<file path="src/rtl/reorder_buffer.sv">
// reorder_buffer: circular in-order retirement buffer for the OoO backend.
// Ports: clk/rst (sync, active-high); disp_* allocate up to DISP_W entries
//   per cycle, disp_ready/disp_idx report space and assigned slots;
//   wb_* complete entries (optionally faulting); flush_* squash entries
//   younger than flush_idx; ret_* retire up to RET_W oldest done entries;
//   exc_valid/exc_idx pulse when a faulting entry reaches the head;
//   count/empty report occupancy.
module reorder_buffer #(
    parameter int ENTRIES  = 32,
    parameter int DISP_W   = 2,
    parameter int RET_W    = 2,
    parameter int WB_PORTS = 3,
    parameter int DATA_W   = 32,
    parameter int AREG_W   = 5,
    parameter int PREG_W   = 6,
    parameter int IDX_W    = $clog2(ENTRIES)
) (
    input  logic                       clk,
    input  logic                       rst,
    input  logic [DISP_W-1:0]          disp_valid,
    input  logic [DISP_W-1:0]          disp_has_dst,
    input  logic [DISP_W*AREG_W-1:0]   disp_areg,
    input  logic [DISP_W*PREG_W-1:0]   disp_preg,
    output logic                       disp_ready,
    output logic [DISP_W*IDX_W-1:0]    disp_idx,
    input  logic [WB_PORTS-1:0]        wb_valid,
    input  logic [WB_PORTS*IDX_W-1:0]  wb_idx,
    input  logic [WB_PORTS*DATA_W-1:0] wb_data,
    input  logic [WB_PORTS-1:0]        wb_exc,
    input  logic                       flush_valid,
    input  logic [IDX_W-1:0]           flush_idx,
    output logic [RET_W-1:0]           ret_valid,
    output logic [RET_W-1:0]           ret_has_dst,
    output logic [RET_W*AREG_W-1:0]    ret_areg,
    output logic [RET_W*PREG_W-1:0]    ret_preg,
    output logic [RET_W*DATA_W-1:0]    ret_data,
    output logic                       exc_valid,
    output logic [IDX_W-1:0]           exc_idx,
    output logic [IDX_W:0]             count,
    output logic                       empty
);

    typedef logic [IDX_W-1:0] idx_t;
    typedef logic [IDX_W:0]   cnt_t;

    idx_t head, tail;
    cnt_t cnt;

    logic [ENTRIES-1:0] e_valid, e_done, e_exc, e_has_dst;
    logic [AREG_W-1:0]  e_areg [ENTRIES];
    logic [PREG_W-1:0]  e_preg [ENTRIES];
    logic [DATA_W-1:0]  e_data [ENTRIES];

    logic               exc_now, disp_go;
    cnt_t               n_ret, n_disp, cnt_nxt;
    idx_t               fdist;
    logic [ENTRIES-1:0] squash, v_nxt, d_nxt, x_nxt;

    function automatic idx_t ptr(input idx_t base, input int off);
        return base + idx_t'(off);
    endfunction

    function automatic idx_t wbi(input int p);
        return wb_idx[p*IDX_W +: IDX_W];
    endfunction

    assign exc_now    = e_valid[head] & e_done[head] & e_exc[head];
    assign exc_valid  = exc_now;
    assign exc_idx    = head;
    assign disp_ready = cnt <= cnt_t'(ENTRIES - DISP_W);
    assign disp_go    = disp_ready & ~flush_valid & ~exc_now;
    assign count      = cnt;
    assign empty      = (cnt == '0);
    assign fdist      = flush_idx - head;

    always_comb begin : disp_lanes
        disp_idx = '0;
        n_disp   = '0;
        for (int i = 0; i < DISP_W; i++) begin
            disp_idx[i*IDX_W +: IDX_W] = ptr(tail, i);
            if (disp_go && disp_valid[i])
                n_disp = n_disp + cnt_t'(1);
        end
    end

    // Eligibility chains: a lane retires only if every older lane does.
    always_comb begin : retire
        logic ok;
        idx_t r;
        ok          = 1'b1;
        r           = head;
        n_ret       = '0;
        ret_valid   = '0;
        ret_has_dst = '0;
        ret_areg    = '0;
        ret_preg    = '0;
        ret_data    = '0;
        for (int k = 0; k < RET_W; k++) begin
            r  = ptr(head, k);
            ok = ok & e_valid[r] & e_done[r] & ~e_exc[r];
            ret_valid[k]   = ok;
            ret_has_dst[k] = e_has_dst[r];
            ret_areg[k*AREG_W +: AREG_W] = e_areg[r];
            ret_preg[k*PREG_W +: PREG_W] = e_preg[r];
            ret_data[k*DATA_W +: DATA_W] = e_data[r];
            if (ok)
                n_ret = n_ret + cnt_t'(1);
        end
    end

    // Squash by age: distance from head beyond that of flush_idx.
    always_comb begin : squash_mask
        idx_t d;
        d      = '0;
        squash = '0;
        for (int j = 0; j < ENTRIES; j++) begin
            d         = idx_t'(j) - head;
            squash[j] = flush_valid && (d > fdist);
        end
    end

    always_comb begin : next_flags
        idx_t a;
        a     = '0;
        v_nxt = e_valid;
        d_nxt = e_done;
        x_nxt = e_exc;
        for (int p = 0; p < WB_PORTS; p++) begin
            a = wbi(p);
            if (wb_valid[p] && e_valid[a]) begin
                d_nxt[a] = 1'b1;
                x_nxt[a] = wb_exc[p];
            end
        end
        for (int k = 0; k < RET_W; k++) begin
            a = ptr(head, k);
            if (ret_valid[k])
                v_nxt[a] = 1'b0;
        end
        v_nxt = v_nxt & ~squash;
        for (int i = 0; i < DISP_W; i++) begin
            a = ptr(tail, i);
            if (disp_go && disp_valid[i]) begin
                v_nxt[a] = 1'b1;
                d_nxt[a] = 1'b0;
                x_nxt[a] = 1'b0;
            end
        end
    end

    // After a partial flush the survivors run head..flush_idx inclusive.
    assign cnt_nxt = flush_valid
                   ? cnt_t'(fdist) + cnt_t'(1) - n_ret
                   : cnt + n_disp - n_ret;

    always_ff @(posedge clk) begin
        if (rst) begin
            head    <= '0;
            tail    <= '0;
            cnt     <= '0;
            e_valid <= '0;
            e_done  <= '0;
            e_exc   <= '0;
        end else if (exc_now) begin
            tail    <= head;
            cnt     <= '0;
            e_valid <= '0;
        end else begin
            head    <= head + n_ret[IDX_W-1:0];
            tail    <= flush_valid ? flush_idx + idx_t'(1)
                                   : tail + n_disp[IDX_W-1:0];
            cnt     <= cnt_nxt;
            e_valid <= v_nxt;
            e_done  <= d_nxt;
            e_exc   <= x_nxt;
        end
    end

    // Payload needs no reset: it is only observed behind e_valid.
    always_ff @(posedge clk) begin
        for (int p = 0; p < WB_PORTS; p++) begin
            if (wb_valid[p] && e_valid[wbi(p)])
                e_data[wbi(p)] <= wb_data[p*DATA_W +: DATA_W];
        end
        for (int i = 0; i < DISP_W; i++) begin
            if (disp_go && disp_valid[i]) begin
                e_has_dst[ptr(tail, i)] <= disp_has_dst[i];
                e_areg[ptr(tail, i)] <= disp_areg[i*AREG_W +: AREG_W];
                e_preg[ptr(tail, i)] <= disp_preg[i*PREG_W +: PREG_W];
            end
        end
    end

    a_disp_contig: assert property (@(posedge clk) disable iff (rst)
        ((disp_valid & (disp_valid + DISP_W'(1))) == '0));

endmodule

</file>
<file path="config.mk">
export PLATFORM = sky130hd
export DESIGN_NAME = reorder_buffer
export DESIGN_NICKNAME = d
export VERILOG_FILES = /design/src/rtl/reorder_buffer.sv
export SDC_FILE = /design/constraint.sdc
export NUM_CORES = 2
export LEC_CHECK = 0
export BUFFER_PORTS_ARGS = -buffer_cell sky130_fd_sc_hd__buf_4
export CAP_MARGIN = 20
export CORE_ASPECT_RATIO = 1.2
export CORE_UTILIZATION = 23
export DETAILED_ROUTE_END_ITERATION = 8
export PLACE_DENSITY_LB_ADDON = 0.05
export SLEW_MARGIN = 20
export SYNTH_ARGS = -nofsm -noshare
export SYNTH_HDL_FRONTEND = slang
export SYNTH_SLANG_ARGS = --single-unit
</file>
<file path="constraint.sdc">
create_clock -name clk -period 8.85 [get_ports clk]
set_clock_uncertainty 0.05 [all_clocks]
set_input_delay 0.885 -clock clk [delete_from_list [all_inputs] [get_ports clk]]
set_output_delay 0.885 -clock clk [all_outputs]
set_load 0.005 [all_outputs]
</file>
Word level (Yosys, flattened, before mapping)
Memories as Yosys holds them, arrays and structs flattened. A register that Yosys moved wholly into a read port is not among the register bits. Index checks and enable logic that the tools add are counted.

Flip-flop bits (word level): 144. Bits in latches: 0. Memory bits (writable): 1376. Bits in read-only memories: 0. Input bits: 151. Output and inout bits: 114. Word-level logic and storage cells: 256. Memories: 3.

Add/sub/neg operators: 44. $mul: 0. Divide/modulo/power cells: 0. $lt $le $gt $ge: 47. Equal/unequal tests: 0. Shift-type cells: 0. Multiplexer cells: 80. Bitwise logic cells: 29. Reduce and logical (&&, ||, !) cells: 46.

Memories: e_data (words 32, bits a word 32, rd ports 2, clocked after memory_dff 1, write ports 3, line 52) `logic [DATA_W-1:0] e_data [ENTRIES];`; e_preg (words 32, bits a word 6, rd ports 2, clocked after memory_dff 1, write ports 2, line 51) `logic [PREG_W-1:0] e_preg [ENTRIES];`; e_areg (words 32, bits a word 5, rd ports 2, clocked after memory_dff 1, write ports 2, line 50) `logic [AREG_W-1:0] e_areg [ENTRIES];`.

Operators with widths (number): 32-bit 2-to-1 mux (16); 32-bit bitwise AND (7); 32-bit bitwise mux (5); 5-bit > comparator (32); 32-bit NOT (5); 32-bit bitwise OR (5); 5-bit subtractor, first input constant (16); 1-bit binary-select mux with 5-bit select (11); 1-bit logical AND (44); 5-bit by 6-bit less-than comparator with 1-bit output, second input constant (7); 5-bit 2-to-1 mux (8); 4-bit by 5-bit subtractor with 5-bit output, first input constant (8); 1-bit demux with 5-bit select (7); 5-bit by 1-bit greater-or-equal comparator with 1-bit output, second input constant (7); 1-bit 2-to-1 mux (30); 3-bit by 5-bit subtractor with 5-bit output, first input constant (4); 6-bit 2-to-1 mux (3); 5-bit by 1-bit adder with 5-bit output, second input constant (3); 6-bit by 1-bit adder with 6-bit output, second input constant (2); 6-bit subtractor (2); 5-bit adder (2); 1-bit by 5-bit subtractor with 5-bit output, first input constant (2); 2-bit by 5-bit subtractor with 5-bit output, first input constant (2); 1-bit bitwise AND (8); 7 further kinds (10).

Longest topological paths before layout
Word-level depth: 14. Mapped depth: 26.

Worst setup path after synthesis
No wires, ideal clock.

Path type: reg2reg. Start point: register head[1], in the netlist exc_idx[1]. End point: register cnt[5], in the netlist count[5]. Setup time: 0.086 ns. Data arrival time: 5.363 ns. Data required time: 8.714 ns. Path slack: 3.351 ns. Cell stages (with the launch flop): 24. Path buffers: 4. Clock period less this slack: 5.499 ns. Path through: dfxtp_1 buf_4 clkinv_1 ha_1 buf_2 buf_2 o311a_1 o211ai_1 a31oi_1 a2111oi_2 nand4_1 inv_1 buf_2 ha_1 fa_1 inv_1 ha_1 a21o_1 a21oi_1 o21bai_1 a21oi_1 xor2_1 nor2_1 a211oi_1.

Elaborated cells on any way between the ends: 38.

RTL lines: start, declared (line 46) `idx_t head, tail;`; start signal, assigned (line 169) `head <= head + n_ret[IDX_W-1:0];`; branches (longest 6 deep; another with 5-bit by 1-bit adder with 5-bit output); 1-bit bitwise AND * (line 100) `ok = ok & e_valid[r] & e_done[r] & ~e_exc[r];`; named net retire.ok (line 88) `logic ok;`; 6-bit 2-to-1 mux * (line 106) `if (ok)`; 6-bit subtractor, on equally long branches (line 154, 153); 6-bit 2-to-1 mux * (line 153) `? cnt_t'(fdist) + cnt_t'(1) - n_ret`; end signal, assigned (line 172) `cnt <= cnt_nxt;`; end, declared (line 47) `cnt_t cnt;`.

Mark *: on every way through the listed nets, which the timed path passes. The select of a mux whose other input is x is not followed. A chain may end at the register's enable or synchronous reset.

Worst setup path in the final report
Start point: register head[0], in the netlist exc_idx[0]. End point: output ret_data[45].

Cells in the longest elaborated chain, start to end: 2.

Ends and longest elaborated chain: 5-bit by 1-bit adder with 5-bit output (line 60) `return base + idx_t'(off);`; memory read 32 x 32 bit; end, declared (line 36) `output logic [RET_W*DATA_W-1:0] ret_data,`.

Every way passes these cells.

==> impl_metrics.json <==
{
  "drv_cap": 0,
  "drt_wl_total_um": 609000,
  "worstSkewPairLatency_ns": 1.04,
  "setup_tns_ns": 0,
  "cts_sinks": 1525,
  "hold_viol_final": 0,
  "crit_fanout": 90,
  "gp_congestion": 0.839,
  "ctsResizeCount": 0,
  "first_pass_iters": 8,
  "p_leak_nw": 43.2,
  "rows": 269,
  "finalSetupViolations": 0,
  "fin_crit_sh_pct": 89.0,
  "start_util_pct": 23.1,
  "clockBufferDepth": 4,
  "overflow": 0,
  "rsz0062_at_grt": "false",
  "die_area_um2": 452000,
  "vias_per_cell": 5.52,
  "antenna_found_initial": 48,
  "violations": "design-rule violations",
  "synth_top_area_share_pct": 39.9,
  "setup_slack_ns": 0.971,
  "internal_power_mw": 13.3,
  "drive_gt1_share_pct": 26.1,
  "routedWlPerCell_um": 41.8,
  "hold_path.class": "in2reg",
  "clock.fmax_ghz": 0.127,
  "cts.clk_slew.worst_paths_ns": 0.06,
  "finalPower_mw": 18.3,
  "core_um2": 448000,
  "swShare_pct": 27.3,
  "drv_slew": 0,
  "comb_power_share_pct": 9.4,
  "seq_area_frac_synth_pct": 42.8,
  "dp_hpwl_um": 368000,
  "async_reset_ff_share_pct": 0,
  "synth_edf_count": 1376,
  "ys_types": 88,
  "synth_cells": 8763,
  "status": "finished with violations",
  "synth_nets": 9036,
  "final_nets": 8716,
  "antenna_left": 0,
  "pre_cts_ws_ns": 1.99,
  "htreeDepth": 4,
  "dr.first_iter.drc_count": 8617,
  "drc_errors": 44,
  "grt_pass1_vias": 78900,
  "post_cts_buffers": 0,
  "layoutNonFillerInstCount": 14600,
  "cts_inserted_buffers": 206,
  "io-pin-count": 265,
  "worst_pin_slew_ns": 1.22,
  "dp.cells": 14200,
  "syn-cell-area_um2": 103000,
  "startpoint_type": "flop",
  "cp.arrival_ns": 6.94,
  "die_x_um": 614,
  "final_area_um2": 118000,
  "worstSetupPathType": "reg2out",
  "grt_start_max_net_pins": 110,
  "die_h_um": 737,
  "worstPathRequired_ns": 7.92,
  "syn_to_final_growth_pct": 14.4,
  "ir_drop_uv": 162,
  "dpl_cell_area_um2": 112000,
  "ys_seq_elements": 1525,
  "yosysTopAreaCell": "edfxtp_1",
  "cts_tree": "built",
  "grt.total_usage_pct": 26.2,
  "portBuffers": 264,
  "end_kind": "primary output",
  "p_clk_share_pct": 46.4,
  "syn_avg_cell_area_um2": 11.8,
  "relSlewSlack_pct": 18.7,
  "synth_area_leaders": "edfxtp_1, mux4_2, mux2i_1",
  "grt_first_pass_wirelength_um": 800000,
  "yosys_warnings": 0,
  "min_period_ns": 7.88,
  "seq_power_share_pct": 44.3,
  "p_per_area_nw_per_um2": 154,
  "synth_most_common_cell": "edfxtp_1",
  "cts_root_buf": "clkbuf_16",
  "switching_power_mw": 4.99,
  "ys.flop_type": "edfxtp_1",
  "cts_hold_buf": 0,
  "vias": 80600,
  "synth.top_cells.by_count": "edfxtp_1, mux2i_1, nor2_1"
}
==> stage by stage <==
step	utilization, %	hold WS [ns]
floorplan	-	0.398
global placement	25.0	0.429
detailed placement	25.0	0.420
CTS	26.4	0.289
global route	26.4	0.361
finish	26.4	0.363
==> worst paths after layout <==
kind,startpoint,end,slack [ns],depth (start not counted)
hold reg to reg,e_exc[16]$_SDFFE_PP0N_,e_exc[16]$_SDFFE_PP0N_,0.43,2
hold / removal,disp_has_dst[0],e_has_dst[13]$_DFF_P_,0.36,3
setup / recovery,exc_idx[0]$_SDFFE_PP0N_,ret_data[45],0.97,10
setup reg to reg,exc_idx[0]$_SDFFE_PP0N_,count[5]$_SDFF_PP0_,2.54,21
==> critical path, cell delays in order, from the launching register on <==
cell and delay, ns:
dfxtp_4 0.87, inv_4 0.29, ha_4 0.91, buf_12 0.60, buf_4 0.79, mux4_2 0.42
a22o_1 0.25, a221oi_1 0.76, o21ai_0 0.41, a21o_1 0.28, buf_4 0.14
==> flip-flops by register name (all words and copies together), names as in the netlist, named ones only <==
signal,cells
e_exc,32
e_areg,160
exc_idx,5
e_preg,192
e_valid,32
tail,5
e_data,1024
e_has_dst,32
e_done,32
count,6
==> placed cells by master (no fill, tap or decap), types with 52 or more instances in the layout <==
| cell type | netlist | routed |
|---|---|---|
| edfxtp_1 | 1376 | 1376 |
| o21ai_0 | 210 | 194 |
| nor2_1 | 1077 | 1037 |
| mux2i_1 | 1102 | 1102 |
| dfxtp_1 | 149 | 142 |
| a21oi_1 | 1055 | 1055 |
| mux2_2 | 417 | 417 |
| nand4_1 | 52 | 52 |
| buf_4 | 59 | 522 |
| mux4_2 | 828 | 828 |
| clkinv_1 | 1 | 55 |
| clkbuf_16 | 0 | 208 |
| a22oi_1 | 104 | 104 |
| inv_1 | 127 | 127 |
| ha_1 | 116 | 115 |
| nand2_1 | 301 | 275 |
| clkbuf_1 | 689 | 58 |
| nand3_1 | 144 | 91 |
==> layer usage <==
metal  vias up  routed length (um)  part of all wire [%]  GRT usage (%)
met4         8               27400                   4.5           10.2
met3       903               32600                   5.4           3.59
met1     43000              245000                    40           32.1
li1      33100                   -                     -              -
met2      3586              304000                    50           46.2
met5         -                  50                0.0082              0
==> power groups by stage <==
stage | registers (mW) | clock network, mW | logic (mW)
2_1_floorplan | 8.18 | 0 | 1.04
3_3_place_gp | 8.23 | 0 | 1.69
3_5_place_dp | 8.23 | 0 | 1.71
4_1_cts | 8.08 | 8.67 | 1.71
5_1_grt | 8.09 | 8.86 | 1.84
6_report | 8.08 | 8.47 | 1.71
==> logic make-up (layout without fill, tap and decap cells) <==
group           count (synthesis)  after routing  synth area share, %
fa+ha+maj                     122            122                 1.52
xor+xnor                       45             45                0.381
compound gates               1746           1746                 9.87
flops                        1525           1525                 42.8
buf+inv                      1202           1051                 4.86
mux                          2347           2347                 33.2
simple gates                 1776           1776                 7.31
other cells                     0             12                    0
==> area by class of cell <==
cell class | count | area, um^2
flip-flops and latches | 1525 | 44300
repair buffers | 541 | 4320
clock buffers | 269 | 5460
diodes | 12 | 30.0
well taps | 5962 | 7460
clock inverters | 108 | 926
inverters | 133 | 507
multi-input cells | 6036 | 55300
fillers | 46400 | 329000
Power figures use the tool's default switching activity.
